File: config.mk
export PLATFORM = sky130hd
export DESIGN_NAME = scsi_port_sm
export DESIGN_NICKNAME = d
export VERILOG_FILES = /design/src/rtl/scsi_port_sm.sv
export SDC_FILE = /design/constraint.sdc
export NUM_CORES = 1
export LEC_CHECK = 0
export BUFFER_PORTS_ARGS = -buffer_cell sky130_fd_sc_hd__buf_4
export CAP_MARGIN = 20
export CELL_PAD_IN_SITES_DETAIL_PLACEMENT = 0
export CELL_PAD_IN_SITES_GLOBAL_PLACEMENT = 1
export CORE_MARGIN = 2
export CORE_UTILIZATION = 35
export CTS_CLUSTER_SIZE = 8
export DETAILED_ROUTE_END_ITERATION = 10
export MAX_ROUTING_LAYER = met4
export PLACE_DENSITY = 0.71
export SLEW_MARGIN = 20
export SYNTH_ARGS = -nofsm -noshare
export SYNTH_HDL_FRONTEND = slang
export SYNTH_SLANG_ARGS = --single-unit
export TNS_END_PERCENT = 100
File: constraint.sdc
create_clock -name BCLK -period 2.63 [get_ports BCLK]
set_input_delay 0.3945 -clock BCLK [delete_from_list [all_inputs] [get_ports BCLK]]
set_output_delay 0.3945 -clock BCLK [all_outputs]
set_load 0.03 [all_outputs]
File: src/rtl/scsi_port_sm.sv
// SCSI (WD33C93A) 8-bit port controller for the SDMAC replacement.
// Runs CPU register cycles and DMA byte transfers between the SCSI chip and
// the longword FIFO, and hands FIFO count updates to the CPU-side master.
//
//  state       | meaning
//  ------------+-----------------------------------------------------------
//  S_IDLE      | no cycle; arbitration CPU > DMA read > DMA write
//  S_CRD       | CPU read, chip select + read strobe, ACC_CYCLES long
//  S_CRD_LAT   | CPU read, strobe held, LS2CPU low to latch the data
//  S_CWR       | CPU write, chip select + write strobe, ACC_CYCLES long
//  S_CWR_HOLD  | CPU write, strobe released, data held one cycle
//  S_CACK      | CPU acknowledge until the address strobe drops
//  S_DRD       | DMA SCSI->FIFO, DACK + read strobe, ACC_CYCLES long
//  S_DRD_LAT   | DMA SCSI->FIFO, LBYTE_ low latches the byte
//  S_DWR       | DMA FIFO->SCSI, DACK + write strobe, ACC_CYCLES long
//  S_DWR_HOLD  | DMA FIFO->SCSI, strobe released, data held one cycle
//  S_END       | byte pointer advance; longword pointer advance on byte 3
//  S_HSI       | RIFIFO_o until INCFIFO
//  S_HSO       | RDFIFO_o until DECFIFO
module scsi_port_sm #(
    parameter int ACC_CYCLES = 3
) (
    input  logic BCLK,
    input  logic RESET_,
    input  logic CPUREQ,
    input  logic RW,
    input  logic nAS_,
    input  logic DMADIR,
    input  logic DREQ_,
    input  logic FIFOFULL,
    input  logic FIFOEMPTY,
    input  logic BOEQ3,
    input  logic INCFIFO,
    input  logic DECFIFO,
    output logic SCSI_CS_o,
    output logic DACK_o,
    output logic RE_o,
    output logic WE_o,
    output logic S2CPU_o,
    output logic CPU2S_o,
    output logic S2F_o,
    output logic F2S_o,
    output logic LS2CPU,
    output logic LBYTE_,
    output logic INCBO_o,
    output logic INCNI_o,
    output logic INCNO_o,
    output logic RIFIFO_o,
    output logic RDFIFO_o
);

    typedef enum logic [3:0] {
        S_IDLE, S_CRD, S_CRD_LAT, S_CWR, S_CWR_HOLD, S_CACK,
        S_DRD, S_DRD_LAT, S_DWR, S_DWR_HOLD, S_END, S_HSI, S_HSO
    } state_t;

    // Down-counter reload: terminal count 0 ends the strobe phase.
    localparam logic [2:0] CNT_LOAD = 3'(ACC_CYCLES - 1);

    // Output vector bit positions.
    localparam int O_CS    = 14;
    localparam int O_DACK  = 13;
    localparam int O_RE    = 12;
    localparam int O_WE    = 11;
    localparam int O_S2CPU = 10;
    localparam int O_CPU2S = 9;
    localparam int O_S2F   = 8;
    localparam int O_F2S   = 7;
    localparam int O_LS2C  = 6;
    localparam int O_LBYTE = 5;
    localparam int O_INCBO = 4;
    localparam int O_INCNI = 3;
    localparam int O_INCNO = 2;
    localparam int O_RIF   = 1;
    localparam int O_RDF   = 0;

    // Active-low strobes idle high.
    localparam logic [14:0] OUT_IDLE = 15'(1 << O_LS2C) | 15'(1 << O_LBYTE);

    state_t      state_q, state_d;
    logic [2:0]  cnt_q, cnt_d;
    logic        dir_q, dir_d;   // 1 = SCSI to FIFO, captured at cycle start
    logic        boe_q, boe_d;   // BOEQ3 captured on entry to S_END
    logic [14:0] out_q, out_d;

    // State, counter, captured flags and registered outputs.
    always_ff @(posedge BCLK or negedge RESET_) begin
        if (!RESET_) begin
            state_q <= S_IDLE;
            cnt_q   <= '0;
            dir_q   <= 1'b0;
            boe_q   <= 1'b0;
            out_q   <= OUT_IDLE;
        end else begin
            state_q <= state_d;
            cnt_q   <= cnt_d;
            dir_q   <= dir_d;
            boe_q   <= boe_d;
            out_q   <= out_d;
        end
    end

    // Next-state logic; once a cycle starts it ignores DREQ_ and FIFO flags.
    always_comb begin
        state_d = state_q;
        cnt_d   = cnt_q;
        dir_d   = dir_q;
        boe_d   = boe_q;
        unique case (state_q)
            S_IDLE: begin
                if (CPUREQ) begin
                    state_d = RW ? S_CRD : S_CWR;
                    cnt_d   = CNT_LOAD;
                end else if (!DREQ_ && DMADIR && !FIFOFULL) begin
                    state_d = S_DRD;
                    cnt_d   = CNT_LOAD;
                    dir_d   = 1'b1;
                end else if (!DREQ_ && !DMADIR && !FIFOEMPTY) begin
                    state_d = S_DWR;
                    cnt_d   = CNT_LOAD;
                    dir_d   = 1'b0;
                end
            end
            S_CRD: begin
                if (cnt_q == 3'd0) state_d = S_CRD_LAT;
                else               cnt_d   = cnt_q - 3'd1;
            end
            S_CRD_LAT:  state_d = S_CACK;
            S_CWR: begin
                if (cnt_q == 3'd0) state_d = S_CWR_HOLD;
                else               cnt_d   = cnt_q - 3'd1;
            end
            S_CWR_HOLD: state_d = S_CACK;
            S_CACK: begin
                if (!nAS_) state_d = S_IDLE;
            end
            S_DRD: begin
                if (cnt_q == 3'd0) state_d = S_DRD_LAT;
                else               cnt_d   = cnt_q - 3'd1;
            end
            S_DRD_LAT: begin
                state_d = S_END;
                boe_d   = BOEQ3;
            end
            S_DWR: begin
                if (cnt_q == 3'd0) state_d = S_DWR_HOLD;
                else               cnt_d   = cnt_q - 3'd1;
            end
            S_DWR_HOLD: begin
                state_d = S_END;
                boe_d   = BOEQ3;
            end
            S_END: begin
                if (boe_q) state_d = dir_q ? S_HSI : S_HSO;
                else       state_d = S_IDLE;
            end
            S_HSI: begin
                if (INCFIFO) state_d = S_IDLE;
            end
            S_HSO: begin
                if (DECFIFO) state_d = S_IDLE;
            end
            default: state_d = S_IDLE;
        endcase
    end

    // Moore decode of the next state so the registered outputs track state_q.
    always_comb begin
        out_d = OUT_IDLE;
        unique case (state_d)
            S_CRD: begin
                out_d[O_CS] = 1'b1; out_d[O_RE] = 1'b1; out_d[O_S2CPU] = 1'b1;
            end
            S_CRD_LAT: begin
                out_d[O_CS] = 1'b1; out_d[O_RE] = 1'b1; out_d[O_S2CPU] = 1'b1;
                out_d[O_LS2C] = 1'b0;
            end
            S_CWR: begin
                out_d[O_CS] = 1'b1; out_d[O_WE] = 1'b1; out_d[O_CPU2S] = 1'b1;
            end
            S_CWR_HOLD: begin
                out_d[O_CS] = 1'b1; out_d[O_CPU2S] = 1'b1;
            end
            S_CACK: out_d[O_LS2C] = 1'b0;
            S_DRD: begin
                out_d[O_DACK] = 1'b1; out_d[O_RE] = 1'b1; out_d[O_S2F] = 1'b1;
            end
            S_DRD_LAT: begin
                out_d[O_DACK] = 1'b1; out_d[O_RE] = 1'b1; out_d[O_S2F] = 1'b1;
                out_d[O_LBYTE] = 1'b0;
            end
            S_DWR: begin
                out_d[O_DACK] = 1'b1; out_d[O_WE] = 1'b1; out_d[O_F2S] = 1'b1;
            end
            S_DWR_HOLD: begin
                out_d[O_DACK] = 1'b1; out_d[O_F2S] = 1'b1;
            end
            S_END: begin
                out_d[O_INCBO] = 1'b1;
                out_d[O_INCNI] = boe_d & dir_d;
                out_d[O_INCNO] = boe_d & ~dir_d;
            end
            S_HSI: out_d[O_RIF] = 1'b1;
            S_HSO: out_d[O_RDF] = 1'b1;
            default: out_d = OUT_IDLE;
        endcase
    end

    assign SCSI_CS_o = out_q[O_CS];
    assign DACK_o    = out_q[O_DACK];
    assign RE_o      = out_q[O_RE];
    assign WE_o      = out_q[O_WE];
    assign S2CPU_o   = out_q[O_S2CPU];
    assign CPU2S_o   = out_q[O_CPU2S];
    assign S2F_o     = out_q[O_S2F];
    assign F2S_o     = out_q[O_F2S];
    assign LS2CPU    = out_q[O_LS2C];
    assign LBYTE_    = out_q[O_LBYTE];
    assign INCBO_o   = out_q[O_INCBO];
    assign INCNI_o   = out_q[O_INCNI];
    assign INCNO_o   = out_q[O_INCNO];
    assign RIFIFO_o  = out_q[O_RIF];
    assign RDFIFO_o  = out_q[O_RDF];

endmodule

Yosys cells after proc, flatten, opt, wreduce, memory -nomap -nowiden
Cells that the tools add are included.
{"block": "op_classes", "addsub": 1, "eq_ne": 26, "n_mux": 37, "bitwise_logic": 3, "reduce_logical": 24}
{"op": "two-way mux 4 bit", "count": 11}
{"op": "one-hot mux 4 bit (11 select lines)", "count": 1}
{"op": "== test 4 bit (second input constant)", "count": 10}
{"op": "== test 4 x 3 -> 1 bit (second input constant)", "count": 8}
{"op": "two-way mux 3 bit", "count": 6}
{"op": "two-way mux 1 bit", "count": 17}
{"op": "== test 4 x 2 -> 1 bit (second input constant)", "count": 4}
{"op": "OR reduction 2 bit", "count": 8}
{"op": "OR reduction 4 bit", "count": 4}
{"op": "== test 4 x 1 -> 1 bit (second input constant)", "count": 2}
{"op": "one-hot mux 3 bit (2 select lines)", "count": 1}
{"op": "logical AND 1 bit", "count": 4}
{"op": "zero test 1 bit", "count": 4}
{"op": "zero test 4 bit", "count": 1}
{"op": "!= test 4 bit (second input constant)", "count": 1}
{"op": "zero test 3 bit", "count": 1}
{"op": "AND reduction 3 bit", "count": 1}
{"op": "subtractor 3 x 1 -> 3 bit (second input constant)", "count": 1}
{"op": "bitwise AND 1 bit", "count": 2}
{"op": "two-way mux 2 bit", "count": 1}
{"op": "!= test 2 bit (second input constant)", "count": 1}
{"op": "nonzero test 2 bit", "count": 1}
{"op": "NOT 1 bit", "count": 1}
{"block": "word_totals", "regBits": 24, "inputBits": 12, "output_inout_bits": 15, "wordCells": 96}

Logic depth before layout (Yosys ltp)
Gate-level depths: netlist of run 1.
{"block": "logic_depth", "depth_word": 10, "mapped_depth": 10, "depth_no_buf": 9}

Least setup slack after synthesis of run 1
OpenSTA, ideal clock, no wires.
{"block": "synth_path", "kind": "register -> register", "from": "reg cnt_q[0]", "to": "reg out_q[12]", "setup_ns": 0.119, "t_arrival_ns": 1.778, "required_ns": 2.511, "slack_ns": 0.732, "path_stages_with_launch": 11, "n_path_buf": 1, "synth_period_minus_slack_ns": 1.898, "path_cell_list": "dfrtp_1 > inv_1 > ha_1 > ha_1 > buf_2 > nor2_1 > or4b_1 > o2111a_2 > inv_2 > and3_1 > nor3_2"}
{"block": "synth_between", "elab_chain_cells": 6, "elab_cells_between_ends": 12, "cone_classes": "eq/ne: 4; mux: 6; reduce/logical: 2"}
{"element": "start: declaration", "line_no": "81", "source": "logic [2:0] cnt_q, cnt_d;"}
{"element": "start signal: assignment", "line_no": "96", "source": "cnt_q <= cnt_d;"}
{"element": "zero test 3 bit (*)"}
{"element": "two-way mux 4 bit (on tied branches)"}
{"element": "one-hot mux 4 bit (11 select lines) (*)", "line_no": "109", "source": "unique case (state_q)"}
{"element": "named net state_d[1]", "line_no": "80", "source": "state_t state_q, state_d;"}
{"element": "== test 4 x 2 -> 1 bit (tied with other cells)", "line_no": "170", "source": "unique case (state_d)"}
{"element": "OR reduction 4 bit (no source line) (*)"}
{"element": "two-way mux 1 bit (*)", "line_no": "170"}
{"element": "named net out_d[12]", "line_no": "84", "source": "logic [14:0] out_q, out_d;"}
{"element": "end signal: assignment", "line_no": "99", "source": "out_q <= out_d;"}
{"element": "end: declaration", "line_no": "84"}
The timed path passes the listed nets; every way through them passes the cells marked *.
A chain may end at the register's enable or synchronous reset.

Final worst setup path of run 1
{"block": "layout_path", "from": "reg state_q[1]", "to": "reg cnt_q[0]"}
{"block": "layout_between", "elab_chain_cells": 4, "elab_cells_between_ends": 11, "cone_classes": "eq/ne: 6; mux: 1; reduce/logical: 4"}
{"element": "start: declaration", "line_no": "80"}
{"element": "start signal: assignment", "line_no": "95", "source": "state_q <= state_d;"}
{"element": "== test 4 bit (tied with other cells)", "line_no": "109"}
{"element": "OR reduction 4 bit (no source line)"}
{"element": "!= test 2 bit (no source line) / nonzero test 2 bit (equally long branches)"}
{"element": "AND reduction 3 bit (no source line)"}
Parallel ways exist; a longest one is shown, timed or not.

==> results of run 1 <==
## state kept, by name, summed over array words and instances, names as in the netlist
signal,flops
boe_q,1
cnt_q,3
dir_q,1
state_q,4
out_q,15
## power by group
group          internal [W]  switching [W]
clock              0.000134       0.000116
sequential         0.000494       0.000169
combinational      0.000461       0.000557
total               0.00109       0.000843
## per-stage QoR
step | hold slack [ns] | utilization, % | instances | total power, W | worst slack [ns]
floorplan | 0.09891 | - | 133 | 0.001497 | 0.7323
global placement | 0.3106 | 42.25 | 199 | 0.001689 | 0.4753
detailed placement | 0.3103 | 42.25 | 199 | 0.001691 | 0.4755
CTS | 0.01842 | 43.72 | 203 | 0.001945 | 0.4636
global route | 0.01867 | 43.72 | 203 | 0.002086 | 0.3675
finish | 0.009009 | 43.72 | 203 | 0.001931 | 0.4649
## placed cells by master, fill, tap and decap left out, types with 3 or more instances in the layout
cell type and n:
o21ai_0 4, nor2_1 12, nand2_1 6, a21oi_1 4
inv_1 8, and3b_1 3, clkbuf_8 4, mux2_1 3
nor2b_1 6, dfrtp_1 22, nor3b_1 3, buf_4 26
nand2b_1 3
## worst min-delay path by stage
| stage | start | endpoint | slack [ns] | depth (start not counted) |
|---|---|---|---|---|
| after global routing | RESET_ | out_q[11]$_DFF_PN0_ | 0.02 | 1 |
| after detailed placement | RESET_ | out_q[14]$_DFF_PN0_ | 0.31 | 1 |
| after global placement | RESET_ | out_q[10]$_DFF_PN0_ | 0.31 | 1 |
| after CTS | RESET_ | out_q[9]$_DFF_PN0_ | 0.02 | 1 |
| after floorplan | RESET_ | boe_q$_DFF_PN0_ | 0.1 | 0 |
| final | RESET_ | out_q[10]$_DFF_PN0_ | 0.009 | 1 |
## layout make-up
type | count | area [sq um] | area share, %
Clock buffer | 4 | 55.05 | 3.364
Inverter | 9 | 33.78 | 2.064
Multi-Input combinational cell | 92 | 689.4 | 42.13
Sequential cell | 24 | 603.1 | 36.85
Tap cell | 48 | 60.06 | 3.670
Timing Repair Buffer | 26 | 195.2 | 11.93
## critical path, stage by stage, from the launching register on
cell and delay [ns]:
dfrtp_1 0.63, or4_4 0.67, nor2_4 0.15, o21a_1 0.14, a221o_2 0.14, mux2_1 0.32
## cell families (layout without fill, tap and decap cells)
group / Yosys count / in the layout / share of synthesized area (%)
flip-flops: 24 / 24 / 43.19
adder cells (fa/ha/maj): 2 / 2 / 1.792
XOR/XNOR: 2 / 2 / 1.255
AND/OR/NAND/NOR: 55 / 55 / 25.54
AO/OA/AOI/OAI: 28 / 28 / 16.84
buffers and inverters: 17 / 39 / 7.437
multiplexers: 5 / 5 / 3.942
## layer usage
metal	up-vias	wire length (um)	global-route usage (%)
met2	19	1301	21.66
met3	4	95	2.667
met5	-	0	-
li1	518	-	-
met4	0	29	4.592
met1	500	1336	19.05
==> metrics.yaml, run 1 <==
status:
  status: "completed"
cells_and_area:
  fillers: 380
  nNetsFinal: 170
  synthToLayoutAreaGrowth_pct: 17.20
  drive_gt1_share_pct: 32.26
  design_area_sq_mm: 0.001637
  diodes: 0
clocking:
  clockBufferDepth: 2
  cts_root_buf: "clkbuf_8"
  numCtsBuffers: 3
  cts_tree: "built"
  clk_latency_ns: 0.26
  clk_pin_slew_worst_paths_ns: 0.08
  cts.sinks: 24
  ctsResizeCount: 0
  post_cts_buffers: 0
  h-tree-depth: 1
  cts_hold_buf: 0
drt:
  num_vias: 1041
  post-route-drc-count: 0
  ant_nets: 0
  viasPerCell: 5.128
  finalWirelength_um: 2763
  dr.pass1.iters: 4
  drt-initial-drc-count: 27
  routedWlPerCell_um: 13.61
yosys:
  synth-seq-area-share_pct: 43.19
  synth_seq_cells: 24
  syn-instance-count: 133
  synth_top_cell_by_area: "dfrtp_1"
  synth_common_cells: "dfrtp_1, nor2_1, inv_1, nand2_1, nor2b_1"
  yosysWarningCount: 0
  synth_edf_count: 0
  syn_area_sq_mm: 0.001396
  ys_top_cells_by_area: "dfrtp_1, dfstp_2, buf_6, nor2_1, nor2b_1"
  avgSynthCellArea_sq_um: 10.50
  synth.most_common_cell: "dfrtp_1"
  yosysUniqueCellTypes: 53
  synthArstFlopShare_pct: 100.0
  ys.flop_type: "dfrtp_1"
  synth_nets: 147
  yosysTopAreaCellShare_pct: 39.43
floorplan:
  fp-row-count: 22
  initial_core_util_pct: 37.30
  coreArea_sq_mm: 0.003744
  die_area_sq_mm: 0.004510
  die_h_um: 67.16
  ios: 27
  die_w_um: 67.16
pwr:
  total_leakage_power_nw: 0.7559
  vdd_drop_max_mv: 0.6746
  power_density_mw_per_mm2: 1180
critical_path:
  endpoint_kind: "flip-flop"
  cp-start-kind: "flip-flop"
  endpoint: "cnt_q[0]$_DFFE_PN0P_"
  rr_worst_depth: 5
  worstReg2RegEnd: "cnt_q[0]$_DFFE_PN0P_"
  worstSetupStartpoint: "state_q[1]$_DFF_PN0_"
  reg2reg_from: "state_q[1]$_DFF_PN0_"
  crit_required_ns: 2.78
  path_class: "reg -> reg"
  rrSetupSlack_ns: 0.46
  worstPathArrival_ns: 2.32
  crit_fanout: 22
placement:
  gp_congestion: 0.8562
  port_buffers: 26
  placed_cell_area_sq_mm: 0.001582
  hpwl_um: 2027
sta:
  slew_headroom_pct: 56.87
  max_clock_freq_ghz: 0.4619
  final_max_slew_viol_count: 0
  period_needed_ns: 2.165
  worst_pin_slew_ns: 0.6469
  post-route-period-util_pct: 82.32
  finalSetupTns_ns: 0
  finalSetupViolCount: 0
  hold_viol: 0
  rsz0062_at_grt: "no"
  finClkSkew_ns: 0.001328
grt:
  grt-ovfl-total: 0
  antenna_found_initial: 0
  grt_pass1_vias: 933
  grt_pass1_wl_um: 4547
  grtUsageTotal_pct: 14.18
  grt_max_degree: 25
flow_run:
  max-cap-violations: 0
min_path:
  hp-class: "in -> async"
Note: power is estimated with default switching activity, not from simulation.
==> run 2: changes to the inputs <==
--- a/config.mk
+++ b/config.mk
@@ -14,7 +14,7 @@
 export CTS_CLUSTER_SIZE = 8
 export DETAILED_ROUTE_END_ITERATION = 10
 export MAX_ROUTING_LAYER = met4
-export PLACE_DENSITY = 0.71
+export PLACE_DENSITY = 0.74
 export SLEW_MARGIN = 20
 export SYNTH_ARGS = -nofsm -noshare
 export SYNTH_HDL_FRONTEND = slang
==> constraint.sdc (replaced) <==
create_clock -name BCLK -period 1.85 [get_ports BCLK]
set_input_delay 0.2775 -clock BCLK [delete_from_list [all_inputs] [get_ports BCLK]]
set_output_delay 0.2775 -clock BCLK [all_outputs]
set_load 0.03 [all_outputs]
==> run 2 against run 1 <==
The run now ends with negative setup slack left; non-clock buffer count up 36; critical path depth up 5; clock power up 47%; cell count up 18%; utilization up 12 points; highest routed layer unchanged.
==> metrics.yaml, run 2 (synthesis gave the netlist of run 1 again) <==
pwr:
  power_density_mw_per_mm2: 1797  # +52%
  total_leakage_power_nw: 0.9705  # +28%
  vdd_drop_max_mv: 1.018  # +51%
sta:
  max_clock_freq_ghz: 0.5070  # +9.8%
  fin_ws_ns: -0.1223  # -0.5872 ns
  finClkSkew_ns: 0.002948  # +0.001620 ns
  finalSetupTns_ns: -0.3152  # -0.3152 ns
  finalSetupViolCount: 6  # +6
  worst_pin_slew_ns: 0.4608  # -0.1861 ns
  final_max_slew_viol_count: 0  # unchanged
  post-route-period-util_pct: 106.6  # +24 points
  rsz0062_at_grt: "yes"
  period_needed_ns: 1.972  # -0.1928 ns
  slew_headroom_pct: 68.86  # +12 points
  hold_viol: 0  # unchanged
drt:
  routedWlPerCell_um: 14.68  # +7.9%
  finalWirelength_um: 3509  # +27%
  ant_nets: 0  # unchanged
  num_vias: 1213  # +17%
  viasPerCell: 5.075  # -1.0%
  post-route-drc-count: 0  # unchanged
  drt-initial-drc-count: 42  # +56%
  dr.pass1.iters: 4  # unchanged
floorplan:
  die_w_um: 67.16  # unchanged
  ios: 27  # unchanged
  initial_core_util_pct: 37.30  # unchanged
  fp-row-count: 22  # unchanged
  coreArea_sq_mm: 0.003744  # unchanged
  die_h_um: 67.16  # unchanged
  die_area_sq_mm: 0.004510  # unchanged
min_path:
  hp-class: "in -> reg"
  hold_start: "BOEQ3"
cells_and_area:
  drive_gt1_share_pct: 53.40  # +21 points
  reg.largest.list: "out_q x15, state_q x4, cnt_q x3"
  diodes: 0  # unchanged
  synthToLayoutAreaGrowth_pct: 48.12
  design_area_sq_mm: 0.002068  # +26%
  final_common_cell: "buf_4"
  largest_reg_flops: 15  # unchanged
  largest_register: "out_q"
  final_cell_mix: "buf_4, dfrtp_1, nor2_1, inv_1, nand2_1"
  nNetsFinal: 206  # +21%
grt:
  grt_pass1_wl_um: 5471  # +20%
  grt-ovfl-total: 0  # unchanged
  grt_max_degree: 25  # unchanged
  grtUsageTotal_pct: 16.68  # +2.5 points
  grt_pass1_vias: 1176  # +26%
  antenna_found_initial: 0  # unchanged
status:
  status: "finished with violations"
  violations: "negative setup slack"
critical_path:
  crit_fanout: 5  # -77%
  endpoint_kind: "flip-flop"
  cp-start-kind: "flip-flop"
  reg2reg_from: "cnt_q[1]$_DFFE_PN0P_"
  worstSetupStartpoint: "cnt_q[1]$_DFFE_PN0P_"
  path_class: "reg -> reg"
  crit_required_ns: 2.05  # -0.73 ns
  worstPathArrival_ns: 2.17  # -0.15 ns
placement:
  hpwl_um: 2425  # +20%
  port_buffers: 26  # unchanged
  gp_congestion: 0.8731  # +2.0%
  placed_cell_area_sq_mm: 0.001777  # +12%
clocking:
  h-tree-depth: 1  # unchanged
  numCtsBuffers: 3  # unchanged
  clk_latency_ns: 0.27  # about the same
  cts.sinks: 24  # unchanged
  clockBufferDepth: 2  # unchanged
  cts_root_buf: "clkbuf_8"
  clk_pin_slew_worst_paths_ns: 0.09  # about the same
  cts_tree: "built"
flow_run:
  max-cap-violations: 0  # unchanged
==> run 2: layout make-up <==
class | count | area [sq um]
Fill cell | 342 | 1675
Multi-Input combinational cell | 92 | 832.0
Sequential cell | 24 | 604.3
Timing Repair Buffer | 62 | 480.5
Tap cell | 48 | 60.06
Clock buffer | 4 | 55.05
Inverter | 9 | 36.28
==> run 2: worst paths after layout <==
path	end	slack, ns	cells after the start
hold reg to reg	cnt_q[2]$_DFFE_PN0P_	0.53	1
setup / recovery	out_q[12]$_DFF_PN0_	-0.12	10
min in group asynchronous	cnt_q[2]$_DFFE_PN0P_	0.43	2
max in group asynchronous	out_q[5]$_DFF_PN1_	1.13	2
hold / removal	boe_q$_DFF_PN0_	0.26	3
setup reg to reg	out_q[12]$_DFF_PN0_	-0.12	10
==> run 2: routing by layer <==
layer  part of all wire, %  track usage, %
met5                     0               -
met4                   1.7           5.867
met3                   3.0           2.667
met2                    50           27.23
met1                    45           21.04
==> run 2: stage by stage <==
step                      hold WS [ns]  std cells  setup WS, ns  total power [W]  util (%)
final                           0.2598        239       -0.1223         0.003717     55.25
after global placement          0.1939        225      -0.09352         0.002752     47.46
after global routing            0.2576        239       -0.2019         0.003961     55.25
after CTS                       0.2548        235      -0.05123         0.003403     52.11
after detailed placement        0.2011        225       -0.1681         0.002796     47.46
after floorplan               -0.01809        133      -0.02098         0.002142         -
==> run 2: power breakdown <==
part	total (W)	leakage, nW	internal (W)	switching, W
Combinational	0.00253	0.635	0.00129	0.00124
Sequential	0.000823	0.307	0.000707	0.000116
Clock	0.000367	0.0288	0.000190	0.000177
==> run 2: repair_timing <==
action,CTS,global route
resized for setup,17,17
hold endpoints to repair,22,0
endpoints found under the setup margin,11,11
hold buffers,1,0
setup buffers,4,4
cloned,1,0
pin swaps,6,14
==> run 2: critical path: stages (launching register included) <==
cell,delay [ns]
dfrtp_1,0.40
inv_2,0.08
ha_4,0.14
ha_4,0.16
nand2b_4,0.06
a2111oi_4,0.33
buf_4,0.18
a311oi_4,0.05
buf_4,0.18
and3_4,0.17
nor3_4,0.16
